**src/rtl/obj_slot_bank.sv**
```systemverilog
// obj_slot_bank: fixed bank of falling-object slots with spawn, tick advance, hit clear and miss counting
// Ports:
//   clk, reset_n          clock and synchronous active-low reset
//   spawn, lane           request to place an object in a lane
//   spawn_ack, spawn_err  combinational accept / reject of this cycle's spawn
//   tick                  advance every live object by Y_STEP
//   clr, clr_idx          free one slot (hit)
//   valid, x_flat, y_flat per-slot state, slot i at [i*W +: W]
//   full, count           occupancy derived from registered valid
//   miss, miss_cnt        retire pulse and saturating retire counter
module obj_slot_bank #(
    parameter int N_SLOTS     = 10,
    parameter int LANE_W      = 4,
    parameter int N_LANES     = 12,
    parameter int X_W         = 8,
    parameter int Y_W         = 7,
    parameter int LANE_PITCH  = 10,
    parameter int LANE_OFFSET = 2,
    parameter int Y_MAX       = 119,
    parameter int Y_STEP      = 1
) (
    input  logic                              clk,
    input  logic                              reset_n,
    input  logic                              spawn,
    input  logic [LANE_W-1:0]                 lane,
    output logic                              spawn_ack,
    output logic                              spawn_err,
    input  logic                              tick,
    input  logic                              clr,
    input  logic [$clog2(N_SLOTS)-1:0]        clr_idx,
    output logic [N_SLOTS-1:0]                valid,
    output logic [N_SLOTS*X_W-1:0]            x_flat,
    output logic [N_SLOTS*Y_W-1:0]            y_flat,
    output logic                              full,
    output logic [$clog2(N_SLOTS+1)-1:0]      count,
    output logic                              miss,
    output logic [7:0]                        miss_cnt
);
    localparam int CNT_W = $clog2(N_SLOTS + 1);
    logic [X_W-1:0]     x_q [N_SLOTS];
    logic [Y_W-1:0]     y_q [N_SLOTS];
    logic [Y_W:0]       y_inc [N_SLOTS];
    logic [N_SLOTS-1:0] fits, clr_vec, retire, inv, alloc;
    logic [CNT_W-1:0]   n_ret;
    logic [X_W-1:0]     new_x;
    logic [8:0]         cnt_sum;
    assign full      = (count == CNT_W'(N_SLOTS));
    assign spawn_ack = reset_n & spawn & (int'(lane) < N_LANES) & ~full;
    assign spawn_err = spawn & ~spawn_ack;
    assign inv       = ~valid;
    // isolate the lowest invalid slot: x & -x
    assign alloc     = spawn_ack ? (inv & (~inv + N_SLOTS'(1))) : '0;
    assign new_x     = X_W'(int'(lane) * LANE_PITCH + LANE_OFFSET);
    assign cnt_sum   = {1'b0, miss_cnt} + 9'(n_ret);
    always_comb begin
        count = '0;
        n_ret = '0;
        for (int i = 0; i < N_SLOTS; i++) begin
            y_inc[i]   = {1'b0, y_q[i]} + (Y_W+1)'(Y_STEP);
            fits[i]    = y_inc[i] <= (Y_W+1)'(Y_MAX);
            clr_vec[i] = clr && (int'(clr_idx) == i);
            // a hit on the same edge takes precedence over falling off the bottom
            retire[i]  = tick & valid[i] & ~fits[i] & ~clr_vec[i];
            count      = count + CNT_W'(valid[i]);
            n_ret      = n_ret + CNT_W'(retire[i]);
        end
    end
    always_ff @(posedge clk) begin
        if (!reset_n) begin
            valid    <= '0;
            miss     <= 1'b0;
            miss_cnt <= '0;
            for (int i = 0; i < N_SLOTS; i++) begin
                x_q[i] <= '0;
                y_q[i] <= '0;
            end
        end else begin
            for (int i = 0; i < N_SLOTS; i++) begin
                if (alloc[i]) begin
                    valid[i] <= 1'b1;
                    x_q[i]   <= new_x;
                    y_q[i]   <= '0;
                end else if (clr_vec[i] && valid[i]) begin
                    valid[i] <= 1'b0;
                end else if (tick && valid[i]) begin
                    if (fits[i]) y_q[i] <= y_inc[i][Y_W-1:0];
                    else valid[i] <= 1'b0;
                end
            end
            miss     <= |retire;
            miss_cnt <= cnt_sum > 9'd255 ? 8'hff : cnt_sum[7:0];
        end
    end
    for (genvar i = 0; i < N_SLOTS; i++) begin : g_flat
        assign x_flat[i*X_W +: X_W] = x_q[i];
        assign y_flat[i*Y_W +: Y_W] = y_q[i];
    end
endmodule

```
**config.mk**
```make
export PLATFORM = sky130hd
export DESIGN_NAME = obj_slot_bank
export DESIGN_NICKNAME = d
export VERILOG_FILES = /design/src/rtl/obj_slot_bank.sv
export SDC_FILE = /design/constraint.sdc
export NUM_CORES = 1
export LEC_CHECK = 0
export CORE_UTILIZATION = 53
export CTS_BUF_LIST = sky130_fd_sc_hd__clkbuf_4
export CTS_CLUSTER_DIAMETER = 40
export DETAILED_ROUTE_END_ITERATION = 8
export MAX_ROUTING_LAYER = met4
export PLACE_DENSITY = 0.85
export SLEW_MARGIN = 10
export SYNTH_ARGS = -nofsm -noshare
export SYNTH_HDL_FRONTEND = slang
export SYNTH_SLANG_ARGS = --single-unit
```
**constraint.sdc**
```tcl
create_clock -name clk -period 4.8 [get_ports clk]
set_input_delay 0.48 -clock clk [delete_from_list [all_inputs] [get_ports clk]]
set_output_delay 0.48 -clock clk [all_outputs]
set_load 0.01 [all_outputs]
```
# Word level (Yosys, flattened, before mapping)
# Memories as Yosys holds them, arrays and structs flattened.
# Cells that the tools add are included.
classes:
  n_reduce_logical: 52
  addsub: 31
  order_cmp: 12
  n_mux: 163
  multipliers: 1
  eq_ne: 20
  bitwise_logic: 89
  n_shift: 0
  div_mod_pow: 0
op_table:
  columns: ["operator", "count"]
  rows:
  - ["$mux 7", 20]
  - ["$mux 1", 131]
  - ["$mux 8", 11]
  - ["$add 7x1->8 const B", 10]
  - ["$le 8x7->1 const B", 10]
  - ["$add 4x1->4", 12]
  - ["$and 1x1->1", 34]
  - ["$logic_and 1x1->1", 30]
  - ["$ne 3x1->1 const B", 10]
  - ["$or 1x1->1", 30]
  - ["$reduce_bool 3->1", 10]
  - ["$eq 4x4->1 const B", 7]
  - ["$not 1->1", 22]
  - ["$not 10->10", 2]
  - ["$reduce_and 2->1", 10]
  - ["$add 10x1->10 const B", 1]
  - ["$and 10x10->10", 1]
  - ["$mux 10", 1]
  - ["$reduce_or 10->1", 1]
  - ["$add 8x4->9", 1]
  - ["$gt 9x8->1 const B", 1]
  - ["$add 3x1->4", 2]
  - ["$add 8x2->8 const B", 1]
  - ["$eq 4x3->1 const B", 2]
  - ["other kinds (6)", 8]
totals:
  memories: 2
  ramBits: 150
  out_inout_bits: 176
  mem_bits_ro: 0
  inputBits: 13
  word_cells: 382
  latch_bits: 0
  register_bits: 19
mem_list:
  columns: ["memory", "words", "word_bits", "rd", "rd_ports_with_merged_regs", "write_ports", "line_no", "rtl"]
  rows:
  - ["x_q", 10, 8, 10, 0, 10, "40", "logic [X_W-1:0] x_q [N_SLOTS];"]
  - ["y_q", 10, 7, 10, 0, 10, "41", "logic [Y_W-1:0] y_q [N_SLOTS];"]

# Longest topological paths before layout
logic_depth:
  depth_word: 18
  mapped_depth: 19
  mapped_depth_nobuf: 19

# Worst setup path before layout
# Ideal clock, no wire load.
synth_timing:
  path_type: "register -> register"
  from: "register valid[0]"
  to: "memory y_q[9][0] (enable)"
  slack_ns: 0.275
  t_required_ns: 4.469
  period_less_slack_ns: 4.525
  stages_incl_launch_ff: 16
  setup_ns: 0.331
  arrival_ns: 4.194
  n_path_buf: 1
  path_cell_list: "dfxtp_1 fa_1 inv_1 fa_1 fa_1 inv_1 ha_1 inv_1 fa_1 nor2_1 nor4b_2 nand3b_4 or3_1 or4_1 buf_6 nand3_1"
synth_lines:
  columns: ["item", "line_no", "rtl"]
  rows:
  - ["start: declaration", "31", "output logic [N_SLOTS-1:0] valid,"]
  - ["start signal: assignment", "70", "valid <= '0;"]
  - ["start signal: indexed assignment", "80", "valid[i] <= 1'b1;"]
  - ["start signal: indexed assignment", "84", "valid[i] <= 1'b0;"]
  - ["end: declaration", "41", null]

==> impl_metrics.py <==
metrics = {
    "run_status": {
        "status": "finished, final reports clean",
    },
    "layout": {
        "final_util": 0.7213,
        "final_cell_mix": "clkdlybuf4s50_1, nor2_1, edfxtp_1",
        "regArea_um2": 4589,
        "drive_gt1_frac": 0.1154,
        "final_common_cell": "clkdlybuf4s50_1",
        "nNetsFinal": 1088,
        "final_cell_count_no_fill": 1251,
        "multi_input_area_um2": 3666,
        "num-fill-cells": 1117,
        "n_antenna_cell": 0,
        "area_growth_pct": 31.04,
    },
    "synth": {
        "syn_area_per_cell_um2": 10.60,
        "synth_edf_count": 140,
        "synth_ff_type": "edfxtp_1",
        "ys_warn_count": 0,
        "synthArstFlopShare": 0,
        "synth-seq-cells": 159,
        "synth_top_cell_by_area": "edfxtp_1",
        "syn-instance-count": 801,
        "synth_seq_area_share": 0.5399,
        "synth_top_area_share": 0.4951,
        "syn-cell-area_um2": 8492,
        "synth.area.top_cells": "edfxtp_1, nor2_1, ha_1",
        "ys_types": 63,
    },
    "sta": {
        "worst_pin_slew_ps": 1036,
        "hold_viol_final": 0,
        "max_freq_mhz": 213.8,
        "drv_slew": 0,
        "finClkSkew_ps": 19.44,
        "slew_headroom": 0.3070,
        "finalCritPeriodShare": 0.9745,
        "period_needed_ps": 4678,
        "setup_viol": 0,
    },
    "global_routing": {
        "grt_usage": 0.2594,
        "grt_pass1_wl_mm": 31.70,
        "antenna_found_initial": 0,
        "grt_remaining_overflow": 0,
        "grt_max_degree": 35,
        "grt_pass1_vias": 6313,
    },
    "worst_setup_path": {
        "critPathMaxStageDelay_ps": 590,
        "cpMaxStageDelayCell": "or4_1",
        "critPathLaunchType": "register",
        "crit_path_end_kind": "register",
        "cp_data_required_time_ps": 5060,
        "critPathKind": "register to register",
        "worstPathMaxFanout": 7,
        "crit_top_cell": "fa_1",
        "crit_buf_inv": 3,
        "crit_arrival_ps": 4930,
        "crit_chain": "inv_1, fa_1, fa_1, fa_1, inv_1, ha_1, inv_1, fa_1, nor2_1, nor4b_4, nand3b_4, or3_1, or4_1, nand2_1",
        "cp_top_family": "adder cells",
    },
    "detailed_routing": {
        "wl_per_cell_um": 16.41,
        "vias": 6878,
        "viasPerCell": 5.498,
        "routed_wl_mm": 20.52,
        "route.detailed.drc": 0,
        "dr.first_iter.drc_count": 573,
        "ant_nets": 0,
        "firstDrtPassIters": 6,
    },
    "placed_design": {
        "globalplace.congestion": 0.9412,
        "numPlacedInstances": 1215,
        "port_buffers": 178,
        "hpwl_mm": 15.52,
    },
    "clocking": {
        "clk_path_buf_depth": 2,
        "clk_pin_slew_ps": 140,
        "clk_latency_ps": 570,
        "hold_buffers": 0,
        "htree_levels": 4,
        "cts_root_buf": "clkbuf_4",
        "cts_tree": "built",
        "cts_sinks": 159,
        "cts_buffers": 17,
    },
    "hold_path": {
        "hold_path_class": "register to register",
    },
    "power_and_ir_drop": {
        "total_power_mw": 2.745,
        "powerDensity_nw_per_um2": 246.6,
        "peakVddDrop_mv": 0.1318,
        "p_leak_nw": 4.210,
    },
    "floorplanning": {
        "dieHeight_um": 128.6,
        "core_area_um2": 15430,
        "die_x_um": 128.6,
        "design.die.area_um2": 16530,
        "start_util": 0.5504,
        "io_pins": 189,
        "rows": 45,
    },
    "flow_run": {
        "maxCapViolCount": 0,
    },
}
[state kept, by name (all words and copies together), names as in the netlist]
register,flops
miss,1
miss_cnt,8
valid,10
x_q,70
y_q,70
[final cells by class]
cell class                      instances  area share
Sequential cell                       159      0.4124
Clock inverter                         15     0.01214
Timing Repair Buffer                  233      0.1970
Inverter                               41     0.01383
Tap cell                              211     0.02372
Multi-Input combinational cell        575      0.3294
Clock buffer                           17     0.01147
[cells by family (layout without fill, tap and decap cells)]
logic type	after synthesis	in the layout	synth area share
DFF	159	159	0.5399
xor gates and xnor gates	57	57	0.05879
and+or+nand+nor	374	374	0.2061
AOI/OAI and AO/OA	85	85	0.07088
other	1	10	0.0004416
muxes	1	1	0.001179
buffers and inverters	76	306	0.03963
adders and majority gates	48	48	0.08310
[per-stage QoR]
step | setup TNS (ps) | area, µm² | hold slack [ps] | setup WS, ps
floorplan | 0 | 8526 | 524.4 | 275.4
global placement | -608.4 | 10770 | 511.6 | -143.2
detailed placement | -1495 | 10770 | 534.1 | -256.8
CTS | 0 | 11050 | 557.8 | 4.017
global route | -121.4 | 11130 | 571.0 | -43.24
finish | 0 | 11130 | 563.0 | 122.2
[synthesized netlist by cell type, types with 13 or more instances]
master	count
nand3_1	41
and2_1	13
edfxtp_1	140
xor2_1	33
nand2_1	75
fa_1	14
ha_1	34
inv_1	40
nor2_1	161
dfxtp_1	19
o21ai_0	14
xnor2_1	24
a21oi_1	16
clkbuf_1	20
[worst paths after layout]
check / from / end / slack (ps) / cells past startpoint
min: miss_cnt[7] / miss_cnt[7] / 560 / 2
min reg2reg: miss_cnt[7] / miss_cnt[7] / 560 / 2
max reg2reg: valid[9] / x_q[9][5] / 120 / 14
max: valid[9] / x_q[9][5] / 120 / 14
[metal layers]
layer  vias to the layer above  GRT usage  share of wire
met2                       312     0.4347           0.49
met3                        44    0.05239          0.073
li1                       3229          -              -
met1                      3293     0.3144           0.41
met4                         0    0.08512          0.022
met5                         -          -              0
[worst register-to-register path, stage by stage (launching register included)]
cell	delay (ps)
dfxtp_2	360
inv_1	50
fa_1	490
fa_1	530
fa_1	410
inv_1	70
ha_1	190
inv_1	60
fa_1	510
nor2_1	50
nor4b_4	130
nand3b_4	170
or3_1	380
or4_1	590
nand2_1	340
[power by group]
group / switching (mW) / internal, mW / leakage, nW
Clock: 0.505 / 0.262 / 0.130
Combinational: 0.196 / 0.173 / 2.50
Sequential: 0.0510 / 1.56 / 1.58
Total: 0.751 / 1.99 / 4.21
[timing repair]
action / in CTS / in global routing
hold endpoints to repair: 0 / 0
pin swaps: 0 / 8
endpoints found under the setup margin: 4 / 18
gates resized for setup: 5 / 19
buffers inserted: 0 / 4
(Power assumes the default switching activity.)
